**config.mk**
```make
export PLATFORM = sky130hd
export DESIGN_NAME = exc_ctrl
export DESIGN_NICKNAME = d
export VERILOG_FILES = /design/src/rtl/exc_ctrl.sv
export SDC_FILE = /design/constraint.sdc
export NUM_CORES = 1
export LEC_CHECK = 0
export CAP_MARGIN = 20
export CORE_ASPECT_RATIO = 1.2
export CORE_MARGIN = 1.5
export CORE_UTILIZATION = 41
export CTS_CLUSTER_DIAMETER = 60
export CTS_CLUSTER_SIZE = 12
export DETAILED_ROUTE_END_ITERATION = 10
export PLACE_DENSITY = 0.85
export SLEW_MARGIN = 30
export SYNTH_ARGS = -nofsm -noshare
export SYNTH_HDL_FRONTEND = slang
export SYNTH_SLANG_ARGS = --single-unit
```
**constraint.sdc**
```tcl
create_clock -name clk -period 6.15 [get_ports clk]
set_clock_uncertainty 0.1 [all_clocks]
set_input_delay 1.23 -clock clk [delete_from_list [all_inputs] [get_ports clk]]
set_output_delay 1.23 -clock clk [all_outputs]
set_load 0.02 [all_outputs]
```
**src/rtl/exc_ctrl.sv**
```systemverilog
// Exception/interrupt controller at writeback: picks the highest-priority event,
// strobes the CSR file, then runs the fetch redirect and the pipeline flush.
module exc_ctrl #(
    parameter int FLUSH_CYCLES = 2
) (
    input  logic        clk,
    input  logic        reset,
    input  logic        wb_valid,
    input  logic [31:0] wb_pc,
    input  logic [4:0]  wb_exc,
    input  logic        wb_ertn,
    output logic        wb_ready,
    output logic        wb_commit,
    input  logic        ext_int,
    input  logic        timer_int,
    input  logic        int_enable,
    input  logic [31:0] ex_entry,
    input  logic [31:0] era_addr,
    output logic        csr_ex,
    output logic [5:0]  csr_ecode,
    output logic [9:0]  csr_esubcode,
    output logic [31:0] csr_pc,
    output logic        csr_ertn,
    output logic        flush,
    output logic        redirect_valid,
    output logic [31:0] redirect_pc,
    input  logic        redirect_ready
);

    typedef enum logic [1:0] {IDLE, TRAP, REDIR, DRAIN} state_t;

    localparam int            CW       = (FLUSH_CYCLES > 1) ? $clog2(FLUSH_CYCLES) : 1;
    localparam logic [CW-1:0] CNT_LOAD = CW'(FLUSH_CYCLES - 1);

    localparam logic [5:0] EC_INT  = 6'h00;
    localparam logic [5:0] EC_ADEF = 6'h08;
    localparam logic [5:0] EC_ALE  = 6'h09;
    localparam logic [5:0] EC_SYS  = 6'h0B;
    localparam logic [5:0] EC_BRK  = 6'h0C;
    localparam logic [5:0] EC_INE  = 6'h0D;

    state_t        state, state_next;
    logic [CW-1:0] cnt, cnt_next;
    logic          ext_meta, ext_sync;
    logic          ready_q;
    logic          int_pend;
    logic          is_trap, is_ertn, accept;
    logic [5:0]    ecode;

    assign int_pend     = (ext_sync | timer_int) & int_enable;
    assign csr_esubcode = '0;

    // Fixed priority: interrupt first, then exceptions by bit order ADEF..ALE, then ertn.
    always_comb begin
        // NOTE: every always_comb output gets a default first so no latch is inferred.
        is_trap = 1'b1;
        ecode   = EC_INT;
        if (int_pend)       ecode = EC_INT;
        else if (wb_exc[0]) ecode = EC_ADEF;
        else if (wb_exc[1]) ecode = EC_INE;
        else if (wb_exc[2]) ecode = EC_SYS;
        else if (wb_exc[3]) ecode = EC_BRK;
        else if (wb_exc[4]) ecode = EC_ALE;
        else                is_trap = 1'b0;
    end

    assign is_ertn = !is_trap && wb_ertn;
    assign accept  = wb_ready && wb_valid;

    always_comb begin
        state_next     = state;
        cnt_next       = cnt;
        wb_ready       = (state == IDLE) && ready_q;
        redirect_valid = 1'b0;
        flush          = 1'b0;
        case (state)
            IDLE: begin
                if (accept && (is_trap || is_ertn)) state_next = TRAP;
            end
            TRAP: state_next = REDIR;
            REDIR: begin
                redirect_valid = 1'b1;
                flush          = 1'b1;
                if (redirect_ready) begin
                    state_next = DRAIN;
                    cnt_next   = CNT_LOAD;
                end
            end
            DRAIN: begin
                flush = 1'b1;
                if (cnt == '0) state_next = IDLE;
                else           cnt_next   = cnt - CW'(1);
            end
            default: state_next = IDLE;
        endcase
    end

    // NOTE: sequential state uses non-blocking assignments so every flop samples pre-edge values.
    always_ff @(posedge clk or posedge reset) begin
        if (reset) begin
            state    <= IDLE;
            cnt      <= '0;
            ext_meta <= 1'b0;
            ext_sync <= 1'b0;
            ready_q  <= 1'b0;
        end else begin
            state    <= state_next;
            cnt      <= cnt_next;
            ext_meta <= ext_int;
            ext_sync <= ext_meta;
            ready_q  <= 1'b1;
        end
    end

    // CSR strobes are registered; the TRAP cycle is when the CSR file sees them.
    always_ff @(posedge clk or posedge reset) begin
        if (reset) begin
            csr_ex      <= 1'b0;
            csr_ertn    <= 1'b0;
            wb_commit   <= 1'b0;
            csr_ecode   <= '0;
            csr_pc      <= '0;
            redirect_pc <= '0;
        end else begin
            csr_ex    <= accept && is_trap;
            csr_ertn  <= accept && is_ertn;
            wb_commit <= accept && !is_trap && !is_ertn;
            if (accept && is_trap) begin
                csr_ecode <= ecode;
                csr_pc    <= wb_pc;
            end
            if (state == TRAP) redirect_pc <= csr_ertn ? era_addr : ex_entry;
        end
    end

endmodule

```
==> flow_metrics.tcl, run 1 <==
set metrics [dict create \
    period_needed_ns 3.38 \
    status "finished clean" \
    arrival_ns 2.05 \
    syn_avg_cell_area_um2 12.1 \
    synth_edf_count 0 \
    synth_top_area_share_pct 57.0 \
    ys_warn_count 0 \
    grt_pass1_vias 2811 \
    gp_congestion 0.754 \
    seq_area_frac_synth_pct 57.0 \
    hold_path_class "reg -> reg" \
    drt-initial-drc-count 74 \
    syn_area_um2 3380 \
    synth_flop_cell "dfrtp_1" \
    synthMuxAreaShare_pct 20.8 \
    synth-simple-area-share_pct 6.73 \
    cts_tree "done" \
    endpoint "csr_ertn" \
    clk_path_buf_depth 2 \
    die-width_um 85.9 \
    slew_headroom_pct 40.0 \
    die_area_um2 8800 \
    multi_input_area_um2 1320 \
    chipHeight_um 102 \
    powerDensity_nw_per_um2 470 \
    port_buffers 182 \
    drt_drc_violations_left 0 \
    p_leak_nw 2.23 \
    synth_top_family_by_area "multiplexers" \
    overflow 0 \
    crit_path_start_kind "flop" \
    ys_types 29 \
    vias 2670 \
    start_util_pct 41.9 \
    setup_viol 0 \
    worst_r2r_endpoint "csr_pc[27]" \
    viasPerCell 4.78 \
    setup_tns_ns 0 \
    cp_cell_sequence "clkdlybuf4s50_1" \
    ant_nets 0 \
    ys_top_cells_by_area "dfrtp_1 57%, mux2_2 10%, mux2i_1 9.8%, a21oi_1 4.7%, nor2_1 3.8%" \
    root_buffer "clkbuf_8" \
    cts_sinks 77 \
    crit_path_end_kind "primary output" \
    synthXorXnorAreaFrac_pct 0 \
    startpoint "csr_ertn" \
    antenna_found_initial 0 \
    grt_util_all_layers_pct 18.8 \
    dp_hpwl_um 6560 \
    instances_no_fill 558 \
    clk_pin_slew_ns 0.07 \
    r2r-start "state[0]" \
    ctsHoldBuffers 0 \
    rrSetupSlack_ns 3.95 \
    max_freq_mhz 296 \
    firstDrtPassIters 4 \
    netlist_instances 279 \
    dp_cells 542 \
    fillers 617 \
    clk_latency_ns 0.32 \
    path_buf_inv 1 \
    crit_type "reg -> out" \
    final_nets 572 \
    yosys.area.top_type "dfrtp_1" \
    power_mw 2.56 \
    grt_pass1_wl_um 12900 \
    crit_cells 1 \
    hold_violations 0 \
    fin_crit_sh_pct 55.0 \
    max_stage_delay_ns 0.95 \
    grt_max_degree 65 \
    path_delay_family "flip-flops" \
    rsz0062_at_grt "false" \
    synth-seq-cells 77 \
    seq_area_um2 1930 \
    ys_async_sr_fraction_pct 100 \
    drt_wl_total_um 8340 \
    rows 36 \
    ios 195 \
    cts.repair.resized 0 \
    slowest_stage "dfrtp_2" \
    core_area_um2 8060 \
    area_delta_synth_final_pct 61.1 \
    synth_compound_area_share_pct 7.81 \
    cts_max_level 3 \
    diodes 0 \
    drive_above_1_share_pct 11.7 \
    wl_per_cell_um 15.0 \
    synth-adder-area-share_pct 1.85 \
    required_ns 4.82 \
    synthTopCellsByCount "77 x dfrtp_1, 34 x nor2_1, 33 x mux2i_1" \
    peakVddDrop_v 0.000341 \
    postCtsSetupRepairBufs 0 \
    reg2reg_depth 6 \
    finalMaxSlewViolations 0 \
    cp_max_fo 33 \
    numCtsBuffers 9 \
    max_cap_violations 0 \
    tightest_slew_ns 0.899 \
    synthMostInstantiatedCell "dfrtp_1" \
]
[layer usage]
metal  routed length [µm]  up-vias  track usage (%)  share of wire [%]
met5                    0        -                0                  0
met4                  130        0             6.45                1.6
met3                  510       10             5.36                6.1
met2                 4810      104             37.3                 58
met1                 2890     1265             18.7                 35
li1                     -     1291                -                  -
[power by group]
part / switching (mW) / leakage [nW] / internal, mW / total, mW
Clock: 0.179 / 0.106 / 0.241 / 0.419
Combinational: 0.640 / 1.23 / 0.638 / 1.28
Sequential: 0.123 / 0.897 / 0.741 / 0.864
Total: 0.942 / 2.23 / 1.62 / 2.56
[cells in the final DEF, fill, tap and decap left out, types with 7 or more instances in the layout]
| master | instances |
|---|---|
| mux2_2 | 30 |
| a21oi_1 | 32 |
| clkbuf_8 | 10 |
| dfrtp_1 | 76 |
| clkdlybuf4s50_1 | 182 |
| mux2i_1 | 33 |
| o21ai_0 | 7 |
| conb_1 | 13 |
| nor2_1 | 34 |
[metrics by stage]
stage          instance area, µm²  util (%)  setup slack [ns]  hold WS, ns
6_report                     5450      67.6              2.77        0.254
2_1_floorplan                3420         -              2.85        0.231
4_1_cts                      5440      67.5              2.73        0.258
3_3_place_gp                 5210      64.7              2.62        0.235
5_1_grt                      5450      67.6              2.64        0.271
3_5_place_dp                 5210      64.7              2.58        0.240
[layout make-up]
class / count / area share [%]
clock buffers: 11 / 2.59
clock inverters: 5 / 1.54
multi-input cells: 180 / 24.2
flip-flops and latches: 77 / 35.4
well taps: 95 / 2.18
inverters: 6 / 0.413
repair buffers: 184 / 33.7
[cell families (layout without fill, tap and decap cells)]
family                   after synthesis  count (layout)
buffers and inverters                 33             206
adder cells (fa/ha/maj)                5               5
AO/OA/AOI/OAI                         45              45
other                                  2              13
AND/OR/NAND/NOR                       51              51
multiplexers                          66              66
flip-flops                            77              77
[registers in the layout (all words and copies together), names as in the netlist, 2 cells and up]
| register | cells |
|---|---|
| csr_ecode | 4 |
| state | 2 |
| csr_pc | 32 |
| redirect_pc | 32 |
[worst min path at each step]
stage / slack [ns] / depth (start not counted) / startpoint / end
floorplan: 0.23 / 0 / ext_meta / ext_sync
global placement: 0.23 / 0 / ext_meta / ext_sync
detailed placement: 0.24 / 0 / ext_meta / ext_sync
CTS: 0.26 / 0 / ext_meta / ext_sync
global route: 0.27 / 0 / ext_meta / ext_sync
finish: 0.25 / 0 / ext_meta / ext_sync
No activity file was read; power rests on OpenSTA's default activity.
==> run 2: changes to the inputs <==
--- a/config.mk
+++ b/config.mk
@@ -8,11 +8,11 @@
 export CAP_MARGIN = 20
 export CORE_ASPECT_RATIO = 1.2
 export CORE_MARGIN = 1.5
-export CORE_UTILIZATION = 41
+export CORE_UTILIZATION = 38
 export CTS_CLUSTER_DIAMETER = 60
 export CTS_CLUSTER_SIZE = 12
 export DETAILED_ROUTE_END_ITERATION = 10
-export PLACE_DENSITY = 0.85
+export PLACE_DENSITY = 0.79
 export SLEW_MARGIN = 30
 export SYNTH_ARGS = -nofsm -noshare
 export SYNTH_HDL_FRONTEND = slang
==> constraint.sdc (replaced) <==
create_clock -name clk -period 3.23 [get_ports clk]
set_clock_uncertainty 0.1 [all_clocks]
set_input_delay 0.646 -clock clk [delete_from_list [all_inputs] [get_ports clk]]
set_output_delay 0.646 -clock clk [all_outputs]
set_load 0.02 [all_outputs]
==> flow_metrics.tcl, run 2 (synthesis gave the netlist of run 1 again) <==
set metrics [dict create \
    status "finished clean" \
    numCtsBuffers 9 \
    firstDrtPassIters 4 \
    fin_crit_sh_pct 82.0 \
    layout_common_cells "182 x clkdlybuf4s50_1, 76 x dfrtp_1, 34 x nor2_1" \
    powerDensity_nw_per_um2 899 \
    hold_path_class "reg -> reg" \
    required_ns 2.48 \
    max_freq_mhz 378 \
    clkPwrFrac_pct 18.3 \
    root_buffer "clkbuf_8" \
    combPwrFrac_pct 48.9 \
    die-width_um 89.1 \
    gp_congestion 0.765 \
    p_leak_nw 2.28 \
    drt-initial-drc-count 55 \
    net-switching-power_mw 1.78 \
    instances_no_fill 584 \
    dp_hpwl_um 6800 \
    cts_max_level 3 \
    ctsHoldBuffers 0 \
    clk_pin_slew_ns 0.07 \
    area_delta_synth_final_pct 64.3 \
    antenna_found_initial 0 \
    place_ws_ns 0.260 \
    cts.repair.resized 0 \
    tightest_slew_ns 0.735 \
    setup_tns_ns 0 \
    worst_hold_slack_ns 0.250 \
    core_area_um2 8610 \
    hold_end "ext_sync" \
    die_area_um2 9480 \
    finalMaxSlewViolations 0 \
    min_path_cells 0 \
    final_nets 576 \
    ios 195 \
    crit_path_start_kind "flop" \
    power_mw 4.99 \
    drt_wl_total_um 8650 \
    rsz0062_at_grt "false" \
    max_cap_violations 0 \
    internal_power_mw 3.22 \
    p_sw_share_pct 35.6 \
    rrSetupSlack_ns 1.27 \
    start_util_pct 39.3 \
    layout_commonest_cell "clkdlybuf4s50_1" \
    reg2reg_depth 6 \
    finalInstanceArea_um2 5560 \
    postPlaceCellArea_um2 5300 \
    crit_type "reg -> out" \
    cp_max_fo 5 \
    grt_pass1_wl_um 13300 \
    overflow 0 \
    vias 2713 \
    worst_slack_ns 0.583 \
    cts_tree "done" \
    dp_cells 568 \
    diodes 0 \
    cts_sinks 77 \
    min-delay-start "ext_meta" \
    fin_util_pct 64.5 \
    period_needed_ns 2.65 \
    arrival_ns 1.90 \
    drive_above_1_share_pct 12.4 \
    peakVddDrop_v 0.000598 \
    postCtsSetupRepairBufs 0 \
    clk_path_buf_depth 2 \
    reg.largest.list "csr_pc (32), redirect_pc (32), csr_ecode (4)" \
    wl_per_cell_um 14.8 \
    ant_nets 0 \
    worst_r2r_endpoint "csr_pc[19]" \
    clk_latency_ns 0.33 \
    crit_path_end_kind "primary output" \
    grt_pass1_vias 2866 \
    chipHeight_um 106 \
    grt_util_all_layers_pct 18.4 \
    grt_max_degree 40 \
    port_buffers 182 \
    setup_viol 0 \
    pwr-share-seq_pct 32.8 \
    drt_drc_violations_left 0 \
    hold_violations 0 \
    rows 37 \
    viasPerCell 4.65 \
    r2r-start "state[1]" \
    slew_headroom_pct 50.9 \
]
run 2: cell type report:
class	count	area, µm²
Timing Repair Buffer	188	1890
Multi-Input combinational cell	180	1310
Sequential cell	77	1930
Inverter	6	22.5
Tap cell	117	146
Fill cell	697	3060
Clock inverter	3	90.1
Clock buffer	13	169
run 2: worst max path at each step:
stage	startpoint	endpoint	slack [ns]	cells past startpoint
3_3_place_gp	wb_exc[1]	csr_pc[23]	0.31	5
4_1_cts	state[0]	flush	0.54	4
3_5_place_dp	wb_exc[1]	csr_pc[3]	0.26	5
2_1_floorplan	reset	cnt	0.52	1
5_1_grt	state[0]	flush	0.49	4
6_report	state[0]	flush	0.58	4
run 2: layer usage:
layer	up-vias	wire [µm]	GRT usage (%)
met3	25	703	5.28
met5	-	0	0
li1	1297	-	-
met4	0	328	8.90
met1	1273	3070	18.9
met2	118	4550	33.2
run 2: power groups by stage:
stage / logic [mW] / registers [mW] / clock network (mW)
6_report: 2.44 / 1.64 / 0.914
5_1_grt: 2.62 / 1.69 / 0.978
4_1_cts: 2.48 / 1.64 / 0.934
3_5_place_dp: 2.47 / 1.66 / 0
3_3_place_gp: 2.41 / 1.63 / 0
2_1_floorplan: 0.733 / 2.16 / 0
run 2: worst max-delay path, stage by stage (launching register included):
cell	delay [ns]
dfrtp_1	0.38
inv_1	0.10
ha_1	0.26
or2_2	0.28
clkdlybuf4s50_1	0.55
==> run 3: changes to the inputs <==
--- a/config.mk
+++ b/config.mk
@@ -8,11 +8,11 @@
 export CAP_MARGIN = 20
 export CORE_ASPECT_RATIO = 1.2
 export CORE_MARGIN = 1.5
-export CORE_UTILIZATION = 38
+export CORE_UTILIZATION = 34
 export CTS_CLUSTER_DIAMETER = 60
 export CTS_CLUSTER_SIZE = 12
 export DETAILED_ROUTE_END_ITERATION = 10
-export PLACE_DENSITY = 0.79
+export PLACE_DENSITY = 0.75
 export SLEW_MARGIN = 30
 export SYNTH_ARGS = -nofsm -noshare
 export SYNTH_HDL_FRONTEND = slang
==> constraint.sdc (replaced) <==
create_clock -name clk -period 2.4 [get_ports clk]
set_clock_uncertainty 0.1 [all_clocks]
set_input_delay 0.48 -clock clk [delete_from_list [all_inputs] [get_ports clk]]
set_output_delay 0.48 -clock clk [all_outputs]
set_load 0.02 [all_outputs]
==> flow_metrics.tcl, run 3 (synthesis gave the netlist of run 1 again) <==
set metrics [dict create \
    grt_util_all_layers_pct 16.2 \
    rows 39 \
    reg.largest.list "csr_pc (32), redirect_pc (32), csr_ecode (4)" \
    wl_per_cell_um 14.1 \
    net-switching-power_mw 2.41 \
    hold_violations 0 \
    diodes 0 \
    postCtsSetupRepairBufs 0 \
    cts_tree "done" \
    layout_common_cells "179 x clkdlybuf4s50_1, 76 x dfrtp_1, 34 x nor2_1" \
    required_ns 1.82 \
    pwr-share-seq_pct 32.7 \
    ios 195 \
    max_freq_mhz 441 \
    port_buffers 182 \
    start_util_pct 35.2 \
    crit_path_end_kind "primary output" \
    fin_crit_sh_pct 94.5 \
    gp_congestion 0.717 \
    dp_hpwl_um 6490 \
    min_path_cells 0 \
    cts_sinks 77 \
    numCtsBuffers 9 \
    reg2reg_depth 6 \
    core_area_um2 9610 \
    grt_pass1_vias 2715 \
    cts.repair.resized 2 \
    die_area_um2 10600 \
    grt_max_degree 78 \
    powerDensity_nw_per_um2 1200 \
    drt_wl_total_um 8350 \
    antenna_found_initial 0 \
    p_sw_share_pct 35.6 \
    clk_path_buf_depth 2 \
    p_leak_nw 2.33 \
    viasPerCell 4.53 \
    vias 2684 \
    fillers 816 \
    chipHeight_um 112 \
    period_needed_ns 2.27 \
    clk_latency_ns 0.33 \
    setup_tns_ns 0 \
    grt_pass1_wl_um 13100 \
    clkPwrFrac_pct 18.9 \
    die-width_um 94.0 \
    postPlaceCellArea_um2 5340 \
    combPwrFrac_pct 48.3 \
    hold_path_class "reg -> reg" \
    multi_input_area_um2 1310 \
    max_cap_violations 0 \
    drt_drc_violations_left 0 \
    drt-initial-drc-count 79 \
    rsz0062_at_grt "false" \
    rrSetupSlack_ns 0.48 \
    peakVddDrop_v 0.000813 \
    status "finished clean" \
    crit_type "reg -> out" \
    final_nets 579 \
    cp_max_fo 5 \
    tightest_slew_ns 0.526 \
    root_buffer "clkbuf_16" \
    worst_r2r_endpoint "csr_pc[6]" \
    r2r-start "state[0]" \
    power_mw 6.76 \
    cts_max_level 3 \
    internal_power_mw 4.35 \
    min-delay-start "ext_meta" \
    ctsHoldBuffers 0 \
    ant_nets 0 \
    hold_end "ext_sync" \
    clk_pin_slew_ns 0.05 \
    layout_commonest_cell "clkdlybuf4s50_1" \
    crit_path_start_kind "flop" \
    arrival_ns 1.69 \
    setup_viol 0 \
    overflow 0 \
    slew_headroom_pct 64.9 \
    firstDrtPassIters 4 \
    drive_above_1_share_pct 13.0 \
    finalMaxSlewViolations 0 \
    finalInstanceArea_um2 5620 \
    area_delta_synth_final_pct 66.3 \
    seq_area_um2 1930 \
]
run 3: worst max-delay path by stage:
stage                   start        endpoint  slack (ns)  cells past startpoint
CTS                  state[0]  redirect_valid        0.02                      3
global route         state[0]           flush        0.04                      4
detailed placement  wb_exc[1]      csr_pc[30]       -0.21                      5
finish               state[0]           flush        0.13                      4
floorplan           wb_exc[1]      csr_pc[20]        0.27                      5
global placement    wb_exc[1]        state[1]       -0.16                      6
run 3: stage by stage:
stage                     utilization (%)  hold WS (ns)  cells  setup WS, ns
after floorplan                         -         0.231    290         0.265
after global placement               55.6         0.235    577        -0.157
after detailed placement             55.6         0.263    577        -0.206
after CTS                            58.5         0.267    592        0.0174
after global routing                 58.5         0.274    592        0.0419
final                                58.5         0.263    592         0.132
run 3: final cells by class:
class | count | area share, %
Sequential cell | 77 | 34.3
Timing Repair Buffer | 191 | 34.3
Multi-Input combinational cell | 180 | 23.3
Clock buffer | 9 | 4.01
Tap cell | 123 | 2.74
Clock inverter | 6 | 0.979
Inverter | 6 | 0.467
run 3: power groups by stage:
stage / sequential [mW] / combinational (mW) / clock, mW
after floorplan: 2.91 / 0.986 / 0
after global placement: 2.21 / 3.26 / 0
after detailed placement: 2.23 / 3.33 / 0
after CTS: 2.22 / 3.32 / 1.32
after global routing: 2.29 / 3.50 / 1.39
final: 2.21 / 3.27 / 1.28
run 3: critical path, stage by stage (launching register included):
cell and delay [ns]:
dfrtp_1 0.39, inv_1 0.11, ha_1 0.26, or2_2 0.28
dlygate4sd2_1 0.32
run 3: layer usage:
| layer | wire [µm] | GRT usage, % |
|---|---|---|
| met1 | 3000 | 16.5 |
| met2 | 4540 | 30.0 |
| met3 | 580 | 4.07 |
| met4 | 227 | 8.66 |
| met5 | 0 | 0 |
